$ cat src/rtl/ccff_loader_pkg.sv
// Shared types and helpers for the ccff bitstream loader.
package ccff_loader_pkg;

    typedef enum logic [2:0] {
        ST_IDLE  = 3'd0,
        ST_FETCH = 3'd1,
        ST_SHIFT = 3'd2,
        ST_CHECK = 3'd3,
        ST_DONE  = 3'd4
    } state_t;

    // Number of host words needed to cover the whole chain (ceiling division).
    function automatic int unsigned words_per_load(input int unsigned chain_len,
                                                   input int unsigned word_w);
        return (chain_len + word_w - 1) / word_w;
    endfunction

endpackage

$ cat src/rtl/ccff_word_serializer.sv
// Parallel-in / serial-out word register; msb is the bit currently presented.
module ccff_word_serializer #(
    parameter int unsigned WORD_W = 32
) (
    input  logic              prog_clk,
    input  logic              pReset,
    input  logic              load,
    input  logic              shift,
    input  logic [WORD_W-1:0] din,
    output logic              msb
);

    logic [WORD_W-1:0] sreg;

    // Load has priority; shift moves the next bit into the msb position.
    always_ff @(posedge prog_clk or posedge pReset) begin
        if (pReset) begin
            sreg <= '0;
        end else if (load) begin
            sreg <= din;
        end else if (shift) begin
            sreg <= {sreg[WORD_W-2:0], 1'b0};
        end
    end

    assign msb = sreg[WORD_W-1];

endmodule

$ cat src/rtl/ccff_bitstream_loader.sv
// Feeds host configuration words MSB-first into the ccff chain and checks the tail.
module ccff_bitstream_loader
    import ccff_loader_pkg::*;
#(
    parameter int unsigned WORD_W    = 32,
    parameter int unsigned CHAIN_LEN = 64,
    parameter int unsigned CNT_W     = $clog2(CHAIN_LEN + 1)
) (
    input  logic             prog_clk,
    input  logic             pReset,
    input  logic             start,
    input  logic             word_valid,
    input  logic [WORD_W-1:0] word_data,
    output logic             word_ready,
    output logic             ccff_head,
    output logic             chain_clk_en,
    input  logic             ccff_tail,
    output logic             busy,
    output logic             done,
    output logic             check_ok,
    output logic [CNT_W-1:0] bit_count
);

    localparam int unsigned IDX_W = (WORD_W > 1) ? $clog2(WORD_W) : 1;

    state_t           state;
    state_t           next_state;
    logic [IDX_W-1:0] bit_idx;
    logic             first_bit;
    logic             load_word;
    logic             shift_word;
    logic             last_chain_bit;
    logic             last_word_bit;
    logic             start_ok;

    assign last_chain_bit = (bit_count == CNT_W'(CHAIN_LEN - 1));
    assign last_word_bit  = (bit_idx == IDX_W'(WORD_W - 1));
    assign start_ok       = start && ((state == ST_IDLE) || (state == ST_DONE));

    // State register.
    always_ff @(posedge prog_clk or posedge pReset) begin
        if (pReset) begin
            state <= ST_IDLE;
        end else begin
            state <= next_state;
        end
    end

    // Next-state logic.
    always_comb begin
        next_state = state;
        case (state)
            ST_IDLE, ST_DONE: if (start) next_state = ST_FETCH;
            ST_FETCH:         if (word_valid) next_state = ST_SHIFT;
            ST_SHIFT: begin
                if (last_chain_bit)     next_state = ST_CHECK;
                else if (last_word_bit) next_state = ST_FETCH;
            end
            ST_CHECK:         next_state = ST_DONE;
            default:          next_state = ST_IDLE;
        endcase
    end

    // Decode: the serializer only shifts when another bit of the same word follows,
    // so its msb (ccff_head) keeps the last presented bit while the chain is held.
    always_comb begin
        word_ready = (state == ST_FETCH);
        load_word  = (state == ST_FETCH) && word_valid;
        shift_word = (state == ST_SHIFT) && (next_state == ST_SHIFT);
    end

    // Registered status, counters and tail check.
    always_ff @(posedge prog_clk or posedge pReset) begin
        if (pReset) begin
            chain_clk_en <= 1'b0;
            busy         <= 1'b0;
            done         <= 1'b0;
            check_ok     <= 1'b0;
            bit_count    <= '0;
            bit_idx      <= '0;
            first_bit    <= 1'b0;
        end else begin
            chain_clk_en <= (next_state == ST_SHIFT);
            busy         <= (next_state == ST_FETCH) || (next_state == ST_SHIFT) ||
                            (next_state == ST_CHECK);
            if (start_ok) begin
                bit_count <= '0;
                done      <= 1'b0;
                check_ok  <= 1'b0;
            end
            if (state == ST_FETCH) begin
                bit_idx <= '0;
            end
            if (state == ST_SHIFT) begin
                if (bit_count != CNT_W'(CHAIN_LEN)) begin
                    bit_count <= bit_count + CNT_W'(1);
                end
                bit_idx <= last_word_bit ? '0 : bit_idx + IDX_W'(1);
                if (bit_count == '0) begin
                    first_bit <= ccff_head;
                end
            end
            if (state == ST_CHECK) begin
                check_ok <= (ccff_tail == first_bit);
                done     <= 1'b1;
            end
        end
    end

    ccff_word_serializer #(
        .WORD_W (WORD_W)
    ) u_ser (
        .prog_clk (prog_clk),
        .pReset   (pReset),
        .load     (load_word),
        .shift    (shift_word),
        .din      (word_data),
        .msb      (ccff_head)
    );

endmodule

$ cat config.mk
export PLATFORM = sky130hd
export DESIGN_NAME = ccff_bitstream_loader
export DESIGN_NICKNAME = d
export VERILOG_FILES = /design/src/rtl/ccff_loader_pkg.sv /design/src/rtl/ccff_word_serializer.sv /design/src/rtl/ccff_bitstream_loader.sv
export SDC_FILE = /design/constraint.sdc
export NUM_CORES = 1
export LEC_CHECK = 0
export CAP_MARGIN = 20
export CORE_MARGIN = 3
export CORE_UTILIZATION = 52
export DETAILED_ROUTE_END_ITERATION = 8
export PLACE_DENSITY = 0.8
export SKIP_CTS_REPAIR_TIMING = 1
export SYNTH_ARGS = -nofsm -noshare
export SYNTH_HDL_FRONTEND = slang
export SYNTH_SLANG_ARGS = --single-unit
$ cat constraint.sdc
create_clock -name prog_clk -period 3.55 [get_ports prog_clk]
set_clock_uncertainty 0.1 [all_clocks]
set_input_delay 0.5325 -clock prog_clk [delete_from_list [all_inputs] [get_ports prog_clk]]
set_output_delay 0.5325 -clock prog_clk [all_outputs]
set_load 0.05 [all_outputs]
### After elaboration in Yosys (flattened, before gate mapping)

Cells that the tools add are included.

| operators by class | value |
|---|---|
| eq/ne operators | 11 |
| muxes and demuxes | 16 |
| $add $sub $neg | 2 |
| reductions and logical operators | 13 |

Operators by type and width:

| operator | number |
|---|---|
| $mux W32 | 2 |
| $mux W7 | 3 |
| $mux W5 | 3 |
| $eq A3 B2 Y1 const B | 4 |
| $mux W3 | 4 |
| $pmux W3 S4 | 1 |
| $add A7 B1 Y7 const B | 1 |
| $eq A7 B6 Y1 const B | 1 |
| $logic_not A7 Y1 | 1 |
| $ne A7 B7 Y1 const B | 1 |
| $eq A3 B1 Y1 const B | 2 |
| $reduce_bool A2 Y1 | 3 |
| $add A5 B1 Y5 const B | 1 |
| $eq A5 B5 Y1 const B | 1 |
| $eq A3 B3 Y1 const B | 1 |
| $logic_and A1 B1 Y1 | 3 |
| $logic_not A3 Y1 | 1 |
| $logic_or A1 B1 Y1 | 3 |
| $mux W1 | 3 |
| $reduce_and A2 Y1 | 1 |
| $reduce_or A2 Y1 | 1 |
| $eq A1 B1 Y1 | 1 |

| storage, ports and cells | value |
|---|---|
| bits of input ports | 37 |
| logic and storage cells | 51 |
| flip-flop bits (word level) | 52 |
| output and inout bits | 13 |

### Depth between registers and ports, before layout

| logic depth | value |
|---|---|
| word-level depth | 8 |
| gate-level depth with buffers | 8 |
| gate-level depth less buffers | 7 |

### Modules after synthesis

From an unflattened synthesis, not the netlist that was laid out.

| second synthesis, totals | value |
|---|---|
| cells, all modules | 250 |
| area, all modules | 2602.5 um^2 |

Modules (own cells, without submodules):

| module | cells an instance | area each (um^2) | seq. area each (um^2) | instances |
|---|---|---|---|---|
| ccff_word_serializer | 140 | 1519.0 | 800.8 | 1 |
| ccff_bitstream_loader | 110 | 1083.5 | 500.5 | 1 |

### Worst setup path after synthesis

No wires, ideal clock.

| path | value |
|---|---|
| kind | reg-to-reg |
| start | register bit_idx[0] |
| end | register u_ser.sreg[10] |
| stages on the path, launching flop included | 9 |
| buffers on the path | 1 |
| arrival | 2305 ps |
| period minus slack after synthesis | 2531 ps |
| slack | 1019 ps |
| data required time | 3325 ps |
| setup time | 125 ps |
| cells stage by stage | dfrtp_1 -> ha_1 -> and3_1 -> ha_1 -> nor4b_2 -> nor2_1 -> nor3b_4 -> buf_6 -> mux2_4 |

| on the way | value |
|---|---|
| word-level cells in the longest chain between the ends | 7 |

Ends and longest elaborated chain:

| what | line | source |
|---|---|---|
| from (decl) | ccff_bitstream_loader.sv:28 | `logic [IDX_W-1:0] bit_idx;` |
| from (signal assigned) | ccff_bitstream_loader.sv:98 | `bit_idx <= last_word_bit ? '0 : bit_idx + IDX_W'(1);` |
| $eq A5 B5 Y1 | ccff_bitstream_loader.sv:37 | `assign last_word_bit = (bit_idx == IDX_W'(WORD_W - 1));` |
| $mux W3 | ccff_bitstream_loader.sv:57 | `else if (last_word_bit) next_state = ST_FETCH;` |
| $mux W3 | ccff_bitstream_loader.sv:56 | `if (last_chain_bit) next_state = ST_CHECK;` |
| $pmux W3 S4 | ccff_bitstream_loader.sv:52 | `case (state)` |
| $eq A3 B2 Y1 | ccff_bitstream_loader.sv:69 | `shift_word = (state == ST_SHIFT) && (next_state == ST_SHIFT);` |
| $logic_and A1 B1 Y1 | ccff_bitstream_loader.sv:69 |  |
| $reduce_bool A2 Y1 (no line) | n/a |  |
| to (signal assigned) | ccff_word_serializer.sv:20 | `sreg <= din;` |
| to (signal assigned) | ccff_word_serializer.sv:22 | `sreg <= {sreg[WORD_W-2:0], 1'b0};` |
| to (decl) | ccff_word_serializer.sv:13 | `logic [WORD_W-1:0] sreg;` |

No other way between the ends.
A chain may end at the register's enable or synchronous reset.

### Final worst setup path

| path | value |
|---|---|
| start | register bit_idx[0] |
| end | register u_ser.sreg[11] |

The elaborated chain is that of the path after synthesis.

==> parameters.txt <==
Parameter                              Value

Run status
  Run status ... completed

Route
  Via count normalized by instance count ... 5.30
  Iteration-0 DRC count of the detailed router ... 62
  Total iterations of the first detailed-routing run ... 4
  Detailed-route wire length per cell ... 15.4 um
  Number of routed nets with antenna violations ... 0
  Via Count ... 1674
  Number of remaining DRC errors ... 0
  Routed WL ... 4.87 mm

Floorplan
  Area of the core ... 4850 um2
  I/O pin cnt ... 50
  Initial cell density of the core ... 55.4%
  Die area ... 6060 um2
  Y dimension of the die ... 77.9 um
  Die Span X ... 77.9 um
  Standard-cell rows ... 25

Place
  Routability Congestion ... 0.777
  Number of placed instances, taps included ... 309
  Number of input and output port buffers inserted ... 49
  Final HPWL from detailed placement ... 3.36 mm

Power and ir drop
  Maximum VDD drop ... 0.595 mV
  Power per cell area ... 786 nW/um2
  Leakage ... 1.48 nW

Cells and area
  # nets final ... 291
  Proportion of layout cells with a drive suffix above 1 ... 32.1%
  Area Growth Syn to Fin ... 23.8%
  Antenna diodes ... 0
  Non-filler cells in the finished layout ... 316
  Fill count ... 366
  Share of the core filled with cells ... 68.6%

Setup path
  Series of cell instances along the critical path ... ha_1 > and3_1 > ha_1 > nor4b_2 > nor2_1 > nor3b_4 > buf_4 > mux2_2
  Crit path buffers/inverters ... 1
  CP arrival ... 3.07 ns
  Critical path required time ... 3.64 ns
  Type of origin of the critical path ... flip-flop
  Crit path max-delay family ... simple AND/OR/NAND/NOR gates
  Setup slack, reg-to-reg ... 0.56 ns
  Maximum net fanout on the critical path ... 33
  Library cell appearing most often on the critical path ... sky130_fd_sc_hd__ha_1
  Nature of the critical path endpoint ... flip-flop
  CP max-delay cell ... sky130_fd_sc_hd__buf_4
  WS Path Type ... reg2reg
  Largest stage delay, worst path ... 0.49 ns

Timing
  Number of failing hold endpoints at the final stage ... 0
  Transition time at the pin with the least slew margin ... 0.566 ns
  Worst max-slew margin expressed relative to the limit ... 62.2%
  Worst Hold Slack ... 0.351 ns
  RSZ-0062 raised after global routing ... no
  Minimum clock period after layout ... 2.99 ns
  Final-layout setup total negative slack ... 0 ns
  Final worst-path cycle share ... 84.1%
  Count of endpoints failing setup in the final report ... 0
  Final number of max-transition violations ... 0
  FMAX ... 0.335 GHz

Clock tree
  Buffer type at the clock tree root ... sky130_fd_sc_hd__clkbuf_8
  Number of buffers created by CTS ... 5
  Clock transition at the registers of the reported paths ... 0.09 ns
  Htree depth ... 2
  TritonCTS clock tree ... yes
  CTS max path bufs ... 2
  Clk sinks ... 52
  Insertion delay to the later sink of the worst-skew pair ... 0.30 ns

Run
  Number of maximum-capacitance constraint violations ... 0

Yosys
  Synth cell types ... 39
  FFs w/ async S/R, synth ... 100%
  EDFF count, synth ... 0
  Count of synthesis-stage warnings from yosys ... 0
  Cell area after synthesis ... 2690 um2
  Most used DFF post-synth ... sky130_fd_sc_hd__dfrtp_1
  Syn Area/Cell ... 13.4 um2
  Fraction of the yosys area taken by sequential cells ... 48.4%
  Post-synth net total ... 241
  Gate count of the mapped netlist ... 200
  Count of state elements after synthesis ... 52

Global route
  Via count of the first global-routing pass ... 1747
  Largest net degree at the start of global routing ... 53
  Remaining global-route overflow ... 0
  GRT Resource Usage Total ... 17.0%
  Wire length of the first global-routing pass ... 8.12 mm
  Number of antenna violations at the first check in global routing ... 0

Min path
  Type of the tightest min-delay check ... in2async
final timing paths:
check | start | endpoint | cells after the start
worst max-delay path | bit_idx[0]$_DFFE_PP0P_ | u_ser.sreg[11]$_DFFE_PP0P_ | 8
max in group asynchronous | pReset | done$_DFFE_PP0P_ | 3
min in group prog_clk | done$_DFFE_PP0P_ | done$_DFFE_PP0P_ | 2
worst min register to register | done$_DFFE_PP0P_ | done$_DFFE_PP0P_ | 2
worst max register to register | bit_idx[0]$_DFFE_PP0P_ | u_ser.sreg[11]$_DFFE_PP0P_ | 8
worst min-delay path | pReset | u_ser.sreg[3]$_DFFE_PP0P_ | 2
kinds of logic (layout without fill, tap and decap cells):
family,Yosys count,count (layout),synth area share [%]
adder cells (fa/ha/maj),4,4,1.86
multiplexers,64,64,30.6
AO/OA/AOI/OAI,20,20,4.56
buffers and inverters,15,64,3.54
XOR/XNOR,1,1,0.326
AND/OR/NAND/NOR,44,44,10.6
flip-flops,52,52,48.4
registers in the layout (all words and copies together), names as in the netlist:
| register | count |
|---|---|
| first_bit | 1 |
| u_ser.sreg | 32 |
| busy | 1 |
| bit_count | 7 |
| done | 1 |
| check_ok | 1 |
| bit_idx | 5 |
| state | 3 |
| chain_clk_en | 1 |
stage by stage:
step	power (mW)	area, um2	setup slack [ns]
floorplan	2.01	2690	1.02
global placement	2.21	3210	0.695
detailed placement	2.25	3210	0.597
CTS	2.64	3310	0.559
global route	2.78	3330	0.449
finish	2.61	3330	0.564
final cells by class:
cell class	instances	area [um2]	area share, %
flip-flops and latches	52	1300	39.1
multi-input cells	133	1290	38.8
repair buffers	53	533	16.0
well taps	67	83.8	2.52
clock buffers	5	68.8	2.07
clock inverters	1	30.0	0.903
inverters	5	18.8	0.564
worst reg2reg max path: stages, from the launching register on:
cell,delay (ns)
sky130_fd_sc_hd__dfrtp_1,0.44
sky130_fd_sc_hd__ha_1,0.25
sky130_fd_sc_hd__and3_1,0.19
sky130_fd_sc_hd__ha_1,0.23
sky130_fd_sc_hd__nor4b_2,0.37
sky130_fd_sc_hd__nor2_1,0.16
sky130_fd_sc_hd__nor3b_4,0.21
sky130_fd_sc_hd__buf_4,0.49
sky130_fd_sc_hd__mux2_2,0.43
placed cells by master, fill, tap and decap left out, drive strengths merged, types with 2 or more instances in the layout:
| cell type | instances |
|---|---|
| inv | 5 |
| mux2i | 2 |
| ha | 4 |
| nand4 | 3 |
| nand3 | 6 |
| nor3b | 4 |
| clkbuf | 5 |
| clkdlybuf4s50 | 49 |
| nor4 | 2 |
| buf | 4 |
| nor4b | 2 |
| mux2 | 62 |
| nand3b | 2 |
| a31oi | 2 |
| nand2 | 12 |
| dfrtp | 52 |
| o21ai | 12 |
| nor2 | 5 |
Yosys cell counts, types with 2 or more instances:
cell	n	share of area, %
sky130_fd_sc_hd__buf_4	2	0.56
sky130_fd_sc_hd__nor2_1	5	0.70
sky130_fd_sc_hd__nand4_1	3	0.70
sky130_fd_sc_hd__a31oi_1	2	0.47
sky130_fd_sc_hd__inv_1	5	0.70
sky130_fd_sc_hd__nor3b_1	3	0.84
sky130_fd_sc_hd__mux2_2	34	14
sky130_fd_sc_hd__buf_6	4	1.7
sky130_fd_sc_hd__nand3b_1	2	0.56
sky130_fd_sc_hd__mux2_4	28	16
sky130_fd_sc_hd__mux2i_1	2	0.75
sky130_fd_sc_hd__clkbuf_1	3	0.42
sky130_fd_sc_hd__dfrtp_1	52	48
sky130_fd_sc_hd__nand2_1	12	1.7
sky130_fd_sc_hd__ha_1	4	1.9
sky130_fd_sc_hd__o21ai_0	11	2.0
sky130_fd_sc_hd__nand3_1	6	1.1
report_power, final:
group          internal [mW]  switching (mW)  total (mW)
Clock                  0.202           0.177       0.380
Sequential             0.817           0.152       0.970
Combinational          0.729           0.536        1.27
Total                   1.75           0.866        2.61
layer usage:
layer  routed length (um)  global-route usage [%]  vias to the layer above
li1                     -                       -                      826
met1                 2260                    22.9                      809
met2                 2350                    27.5                       34
met3                  194                    3.36                        5
met4                   58                    5.87                        0
met5                    0                       0                        -
Note: power is estimated with default switching activity, not from simulation.
